File: src/rtl/dispatch8x4.sv
`default_nettype none
// ============================================================================
// Module   : dispatch8x4
// Purpose  : Registered 1-to-8 dispatcher for 4-bit words. One upstream
//            valid/ready stream is steered by SEL into one of eight
//            one-entry holding slots, each presented on its own
//            valid/ready output handshake.
// Revision : 1.0 - initial release
// ============================================================================
module dispatch8x4 (
  input  logic       CLK,
  input  logic       ASYNCRESET,
  input  logic [3:0] I,
  input  logic [2:0] SEL,
  input  logic       VALID,
  output logic       READY,
  output logic [3:0] O0,
  output logic [3:0] O1,
  output logic [3:0] O2,
  output logic [3:0] O3,
  output logic [3:0] O4,
  output logic [3:0] O5,
  output logic [3:0] O6,
  output logic [3:0] O7,
  output logic [7:0] OVALID,
  input  logic [7:0] OREADY,
  output logic       BUSY
);

  localparam int unsigned C_PORTS = 8;

  logic [3:0] r_data [C_PORTS];
  logic [7:0] r_full;
  logic       w_acc;
  logic [7:0] w_drn;

  // Upstream handshake: a full slot only accepts when it drains this cycle;
  // READY is held low while reset is asserted.
  always_comb begin
    READY = 1'b0;
    if (!ASYNCRESET) begin
      READY = !r_full[SEL] || OREADY[SEL];
    end
  end

  assign w_acc = VALID & READY;
  assign w_drn = r_full & OREADY;

  // Per-slot holding register: refill wins over drain, drain clears only the
  // full flag and leaves the stale word visible.
  for (genvar k = 0; k < C_PORTS; k++) begin : g_slot
    always_ff @(posedge CLK or posedge ASYNCRESET) begin
      if (ASYNCRESET) begin
        r_data[k] <= 4'h0;
        r_full[k] <= 1'b0;
      end else if (w_acc && (SEL == 3'(k))) begin
        r_data[k] <= I;
        r_full[k] <= 1'b1;
      end else if (w_drn[k]) begin
        r_full[k] <= 1'b0;
      end
    end
  end

  assign O0     = r_data[0];
  assign O1     = r_data[1];
  assign O2     = r_data[2];
  assign O3     = r_data[3];
  assign O4     = r_data[4];
  assign O5     = r_data[5];
  assign O6     = r_data[6];
  assign O7     = r_data[7];
  assign OVALID = r_full;
  assign BUSY   = |r_full;

endmodule
`default_nettype wire

File: config.mk
export PLATFORM = sky130hd
export DESIGN_NAME = dispatch8x4
export DESIGN_NICKNAME = d
export VERILOG_FILES = /design/src/rtl/dispatch8x4.sv
export SDC_FILE = /design/constraint.sdc
export NUM_CORES = 1
export LEC_CHECK = 0
export CAP_MARGIN = 20
export CORE_MARGIN = 2
export CORE_UTILIZATION = 44
export CTS_CLUSTER_SIZE = 24
export DETAILED_ROUTE_END_ITERATION = 7
export GPL_ROUTABILITY_DRIVEN = 0
export PLACE_DENSITY = 0.79
export RECOVER_POWER = 25
export SYNTH_ARGS = -nofsm -noshare
export SYNTH_HDL_FRONTEND = slang
export SYNTH_SLANG_ARGS = --single-unit
export TNS_END_PERCENT = 30
File: constraint.sdc
create_clock -name CLK -period 1.54 [get_ports CLK]
set_input_delay 0.231 -clock CLK [delete_from_list [all_inputs] [get_ports CLK]]
set_output_delay 0.231 -clock CLK [all_outputs]
set_load 0.02 [all_outputs]
==> flow_metrics.env, run 1 <==
export IMPL_grt_pass1_vias=1407
export IMPL_period_share=1.135
export IMPL_regArea_mm2=0.001001
export IMPL_vias=1328
export IMPL_ctsHoldBuffers=0
export IMPL_clock_path_buffers=2
export IMPL_root_buffer="clkbuf_8"
export IMPL_clk_pin_slew_ns=0.07
export IMPL_cap_violations=0
export IMPL_synth_top_area_frac=0.5900
export IMPL_cp_num_buf_inv=1
export IMPL_crit_path_start="OVALID[2]"
export IMPL_reg2reg_to="O2[1]"
export IMPL_fin_ws_ns=-0.2085
export IMPL_cts_tree="yes"
export IMPL_place_area_mm2=0.002507
export IMPL_via_per_inst=5.167
export IMPL_routedWlPerCell_um=16.87
export IMPL_fin_setup_tns_ns=-0.2361
export IMPL_dieArea_mm2=0.004369
export IMPL_num_antenna_cells=0
export IMPL_critical_path_max_stage_delay_ns=0.41
export IMPL_final_common_cell="dfrtp_1"
export IMPL_end_kind="output port"
export IMPL_final_cell_mix="dfrtp_1 (40), clkdlybuf4s50_1 (35), mux2_2 (31), buf_4 (20), dlygate4sd2_1 (13)"
export IMPL_num_io_pins=60
export IMPL_port_buffers=59
export IMPL_slew_violations=0
export IMPL_fp_dieH_um=66.10
export IMPL_ys_seq_area_frac=0.5900
export IMPL_crit_fanout=2
export IMPL_grt_usage=0.2174
export IMPL_critPathLaunchType="flop"
export IMPL_critical_path_class="flop to output port"
export IMPL_initial_core_util=0.4600
export IMPL_synth_area_per_cell_um2=14.26
export IMPL_nFillCells=265
export IMPL_cpLargestDelayFamily="simple AND/OR/NAND/NOR gates"
export IMPL_clkSinkCount=40
export IMPL_violations="setup timing"
export IMPL_nNetsFinal=227
export IMPL_cpMaxStageDelayCell="or4bb_1"
export IMPL_worstSkewPairLatency_ns=0.29
export IMPL_drive_gt1_frac=0.3493
export IMPL_crit_arrival_ns=1.52
export IMPL_reg2reg_from="OVALID[2]"
export IMPL_ys_ff_latch=40
export IMPL_grt_pass1_wl_um=6996
export IMPL_finalHoldViolations=0
export IMPL_hpwl_um=3192
export IMPL_synth_distinct_cells=26
export IMPL_relSlewSlack=0.4105
export IMPL_design_area_mm2=0.002660
export IMPL_netlist_area_mm2=0.001697
export IMPL_synth_top_cells_by_area="dfrtp_1 (59%), mux2_2 (21%), nand2b_1 (1.8%), nand2_1 (1.8%), nor2b_1 (1.5%)"
export IMPL_cts_htree_levels=2
export IMPL_yosys_area_top_type="dfrtp_1"
export IMPL_cp_required_ns=1.31
export IMPL_antenna_found_initial=0
export IMPL_hold_path_class="primary input to async pin"
export IMPL_numCtsBuffers=5
export IMPL_ff2ff_setup_slack_ns=-0.01
export IMPL_syn_to_final_growth_pct=56.78
export IMPL_grt_max_degree=17
export IMPL_fmax_mhz=571.9
export IMPL_fp_coreArea_mm2=0.003689
export IMPL_firstDrtPassIters=4
export IMPL_leakage_nw=1.331
export IMPL_crit_chain="or4bb_1, o311a_1, a22o_1, buf_6"
export IMPL_die_w_um=66.10
export IMPL_drc=0
export IMPL_rsz0062_at_grt="yes"
export IMPL_wirelength_um=4335
export IMPL_core_rowCount=22
export IMPL_vdd_drop_max_uv=899.0
export IMPL_synth_nets=137
export IMPL_ant_nets=0
export IMPL_timing_hold_ws_ns=0.3390
export IMPL_syn_instance_count=119
export IMPL_multi_input_area_um2=726.9
export IMPL_p_per_area_mw_per_mm2=1160
export IMPL_first_iter_violations=38
export IMPL_reg2reg_depth=5
export IMPL_period_needed_ns=1.749
export IMPL_tightest_slew_ns=0.8842
export IMPL_skew_ns=0.006991
export IMPL_overflow=0
export IMPL_yosys_warnings=0
export IMPL_status="finished, violations left"
export IMPL_setup_viol=4
==> flip-flops by register name, summed over array words and instances (netlist names) <==
register	count
O0	4
O7	4
O1	4
O6	4
OVALID	8
O2	4
O3	4
O4	4
O5	4
==> stage by stage <==
step / power [W] / utilization / worst slack [ns] / instances
after floorplan: 0.001869 / - / 0.03806 / 119
after global placement: 0.002424 / 0.6798 / -0.7732 / 247
after detailed placement: 0.002460 / 0.6798 / -0.8050 / 247
after CTS: 0.003121 / 0.7086 / -0.2974 / 254
after global routing: 0.003238 / 0.7212 / -0.2488 / 257
final: 0.003086 / 0.7212 / -0.2085 / 257
==> worst max path at each step <==
stage,cells after the start,slack (ns),to
global placement,5,-0.77,READY
CTS,4,-0.30,READY
global route,4,-0.25,READY
detailed placement,5,-0.81,READY
floorplan,3,0.04,READY
finish,4,-0.21,READY
==> synth_stat cells <==
| library cell | instances |
|---|---|
| o311a_1 | 2 |
| nor2_1 | 2 |
| nor3b_2 | 2 |
| and3b_1 | 1 |
| nor4_1 | 2 |
| and4bb_2 | 1 |
| and2b_1 | 1 |
| a22o_1 | 1 |
| o21ai_0 | 1 |
| mux2_2 | 32 |
| nand2_1 | 8 |
| a2bb2oi_1 | 1 |
| or2_2 | 3 |
| inv_1 | 1 |
| nor2b_1 | 4 |
| buf_2 | 1 |
| nand4bb_1 | 1 |
| dfrtp_1 | 40 |
| nand3_1 | 2 |
| or4bb_1 | 2 |
| nand2b_1 | 5 |
| nor3b_1 | 1 |
| nor4b_4 | 1 |
| and4b_1 | 1 |
| buf_4 | 1 |
| nand4_1 | 2 |
==> worst register-to-register path, stage by stage (launching register included) <==
cell and delay (ns):
dfrtp_1 0.39, buf_4 0.14, buf_6 0.12, nor2b_4 0.13, nor3b_4 0.29, mux2_2 0.37
==> kinds of logic after synthesis <==
logic type | Yosys count | synth area share
buffers and inverters | 3 | 0.009584
muxes | 32 | 0.2124
DFF | 40 | 0.5900
and+or+nand+nor | 39 | 0.1630
AOI/OAI and AO/OA | 5 | 0.02507
==> routing by layer <==
metal,GRT usage,vias up,part of all wire
met5,0,-,0
met4,0.04847,0,0.0092
met3,0.08348,5,0.089
met2,0.3500,54,0.49
met1,0.2788,658,0.41
li1,-,611,-
==> report_power, final <==
group          leakage, nW  switching, W  total, W  internal, W
Sequential           0.502      0.000107   0.00136      0.00125
Clock               0.0400      0.000342  0.000649     0.000306
Combinational        0.789      0.000504   0.00108     0.000573
==> what timing repair did <==
item	4_1_cts	5_1_grt
pin swaps	2	6
resized for setup	32	12
endpoints found under the setup margin	28	19
setup buffers	0	3
==> cell type report <==
cell class / instances / area share
flip-flops and latches: 40 / 0.3763
well taps: 48 / 0.02258
clock inverters: 2 / 0.004704
repair buffers: 85 / 0.2959
multi-input cells: 76 / 0.2733
clock buffers: 5 / 0.02587
inverters: 1 / 0.001411
Power figures use the tool's default switching activity.
==> inputs of run 2 (changes only) <==
Settings changed: CTS_CLUSTER_DIAMETER set to 80.
==> results of run 2 <==
Final layout, timing and power as in run 1 (identical DEF).
==> inputs of run 3 (changes only) <==
Settings changed: ABC_AREA set to 1, CELL_PAD_IN_SITES_DETAIL_PLACEMENT set to 2, CELL_PAD_IN_SITES_GLOBAL_PLACEMENT set to 2, CORE_UTILIZATION 44 to 27, PLACE_DENSITY 0.79 to not set, PLACE_DENSITY_LB_ADDON set to 0.1.
==> flow_metrics.env, run 3 <==
export IMPL_grt_max_degree=41
export IMPL_synth_top_area_frac=0.5009
export IMPL_drive_gt1_frac=0.2988
export IMPL_period_needed_ns=1.610
export IMPL_multi_input_area_mm2=0.001006
export IMPL_intPower_w=0.002127
export IMPL_power_switching_w=0.001167
export IMPL_cap_violations=0
export IMPL_skew_ns=0.007950
export IMPL_wirelength_um=6960
export IMPL_yosys_area_share_simple=0.3863
export IMPL_yosysMostFrequentCell="nand2_1"
export IMPL_cpMaxStageDelayCell="clkdlybuf4s50_1"
export IMPL_status="finished, violations left"
export IMPL_cts_htree_levels=2
export IMPL_vias=2030
export IMPL_routedWlPerCell_um=16.30
export IMPL_yosys_warnings=0
export IMPL_fin_ws_ns=-0.07034
export IMPL_syn_instance_count=234
export IMPL_p_sw_frac=0.3544
export IMPL_clk_pin_slew_ns=0.08
export IMPL_synth_adder_area_share=0
export IMPL_final_cell_mix="nand2_1 (70), dfrtp_1 (40), buf_4 (36), nand4_1 (32), clkdlybuf4s50_1 (27)"
export IMPL_antenna_found_initial=0
export IMPL_firstDrtPassIters=4
export IMPL_nFillCells=826
export IMPL_grt_pass1_vias=2263
export IMPL_ys_ff_latch=40
export IMPL_synth_top_family_by_area="simple AND/OR/NAND/NOR gates"
export IMPL_path_common_cell="nand2_2"
export IMPL_ys_async_sr_fraction=1.000
export IMPL_dieArea_mm2=0.008105
export IMPL_ys_seq_area_frac=0.5009
export IMPL_p_seq_frac=0.417
export IMPL_synth_flop_cell="dfrtp_1"
export IMPL_finalHoldViolations=0
export IMPL_root_buffer="clkbuf_8"
export IMPL_hpwl_um=5050
export IMPL_worstSkewPairLatency_ns=0.30
export IMPL_crit_arrival_ns=1.38
export IMPL_synth_enable_flop_cells=0
export IMPL_overflow=0
export IMPL_synth_compound_area_frac=0.03507
export IMPL_core_rowCount=31
export IMPL_grt_usage=0.1783
export IMPL_final_common_cell="nand2_1"
export IMPL_critical_path_class="primary input to output port"
export IMPL_initial_core_util=0.2770
export IMPL_ant_nets=0
export IMPL_fin_util=0.4492
export IMPL_rsz0062_at_grt="yes"
export IMPL_cts_tree="yes"
export IMPL_drc=0
export IMPL_place_inst=417
export IMPL_cp_required_ns=1.31
export IMPL_num_antenna_cells=0
export IMPL_critical_path_max_stage_delay_ns=0.49
export IMPL_violations="setup timing"
export IMPL_netlist_area_mm2=0.001998
export IMPL_vdd_drop_max_uv=444.8
export IMPL_synth_nets=252
export IMPL_p_per_area_mw_per_mm2=1017
export IMPL_fp_dieH_um=90.03
export IMPL_end_kind="output port"
export IMPL_via_per_inst=4.754
export IMPL_period_share=1.046
export IMPL_largest_reg_flops=8
export IMPL_yosys_area_top_type="dfrtp_1"
export IMPL_clock_path_buffers=2
export IMPL_leakage_nw=1.734
export IMPL_crit_fanout=2
export IMPL_clkSinkCount=40
export IMPL_synth_xor_area_share=0
export IMPL_fmax_mhz=621.0
export IMPL_synth_distinct_cells=21
export IMPL_critPathLaunchType="primary input"
export IMPL_numCtsBuffers=5
export IMPL_crit_chain="clkdlybuf4s50_1, nand3_1, nand3_2, nor2_2, nand2_2, nand2_2, nor2_4, buf_6"
export IMPL_tightest_slew_ns=0.5260
export IMPL_synth_top_cells_by_area="dfrtp_1 (50%), nand2_1 (16%), nand4_1 (10%), nand4_2 (5.0%), buf_6 (2.8%)"
export IMPL_die_w_um=90.03
export IMPL_pwr_share_clk=0.216
export IMPL_grt_pass1_wl_um=11510
export IMPL_slew_violations=0
export IMPL_regArea_mm2=0.001001
export IMPL_fp_coreArea_mm2=0.007214
export IMPL_setup_viol=2
export IMPL_syn_to_final_growth_pct=62.18
export IMPL_fin_setup_tns_ns=-0.07637
export IMPL_hold_path_class="primary input to flop"
export IMPL_num_io_pins=60
export IMPL_ctsHoldBuffers=0
export IMPL_first_iter_violations=39
export IMPL_comb_power_share=0.367
export IMPL_nNetsFinal=345
export IMPL_final_cells=427
export IMPL_timing_hold_ws_ns=0.3972
export IMPL_synth_common_cells="nand2_1 (85), dfrtp_1 (40), nand4_1 (32), inv_1 (15), nor2_1 (9)"
export IMPL_port_buffers=59
export IMPL_synthMuxAreaShare=0
export IMPL_relSlewSlack=0.6494
export IMPL_synth_area_per_cell_um2=8.539
[run 3: changes by cell type in the layout (fill, tap and decap cells not counted), moves of 6 or more]
cell / delta
inv_1: +11
buf_4: +16
nand4_1: +30
nand4_4: +8
nor2_1: +6
o21ai_1: +7
mux2_2: -31
nand2_2: +16
dlymetal6s2s_1: +8
nand2_1: +62
clkdlybuf4s50_1: -8
[run 3: path summary, 6_finish.rpt]
check | from | end | slack, ns | cells past startpoint
setup / recovery | OREADY[5] | READY | -0.07 | 8
hold / removal | OREADY[2] | OVALID[2] | 0.40 | 3
setup reg to reg | OVALID[4] | O4[2] | 0 | 10
hold reg to reg | O6[2] | O6[2] | 0.48 | 2
max in group asynchronous | ASYNCRESET | O4[3] | 0.65 | 3
min in group asynchronous | ASYNCRESET | O7[3] | 0.53 | 3
[run 3: logic make-up (layout without fill, tap and decap cells)]
family          count (synthesis)  in the layout
compound gates                 11             11
buf+inv                        31            125
flops                          40             40
simple gates                  152            152
[run 3: metrics by stage]
step                      worst slack (ns)  total power (W)  instance area [µm²]
after floorplan                    0.03804         0.001938                 2004
after global placement             -0.8261         0.002555                 2942
after detailed placement           -0.8453         0.002584                 2942
after CTS                          -0.1104         0.003327                 3119
after global routing               -0.1740         0.003492                 3241
final                             -0.07034         0.003294                 3241
[run 3: layer usage]
layer | routed length [µm] | up-vias | track usage | share of wire
met5 | 0 | - | 0 | 0
met4 | 108 | 0 | 0.04359 | 0.016
met3 | 242 | 11 | 0.03353 | 0.035
met2 | 3656 | 47 | 0.3164 | 0.53
met1 | 2952 | 998 | 0.2235 | 0.42
li1 | - | 974 | - | -
[run 3: power groups by stage]
stage	Sequential, W	Combinational (W)	Clock [W]
after CTS	0.00137	0.00122	0.000738
after floorplan	0.00163	0.000307	0
final	0.00137	0.00121	0.000712
after global routing	0.00140	0.00131	0.000779
after global placement	0.00138	0.00117	0
after detailed placement	0.00139	0.00119	0
[run 3: final cells by class]
| type | count | share of cell area |
|---|---|---|
| clock buffer | 7 | 0.02355 |
| clock inverter | 1 | 0.002703 |
| inverter | 18 | 0.02201 |
| multi-input combinational | 163 | 0.3104 |
| sequential | 40 | 0.3089 |
| tap | 99 | 0.03822 |
| timing repair buffer | 99 | 0.2942 |
[run 3: what timing repair did]
item                                    in CTS  in global routing
setup buffers                                0                  3
resized for setup                           43                 43
pin swaps                                    2                  6
endpoints found under the setup margin      51                 53
endpoints found under the hold margin        0                  0
[run 3: critical path, delay by kind of cell]
family	cells	cell delay, ns
and+or+nand+nor	6	0.52
buffers and inverters	2	0.63
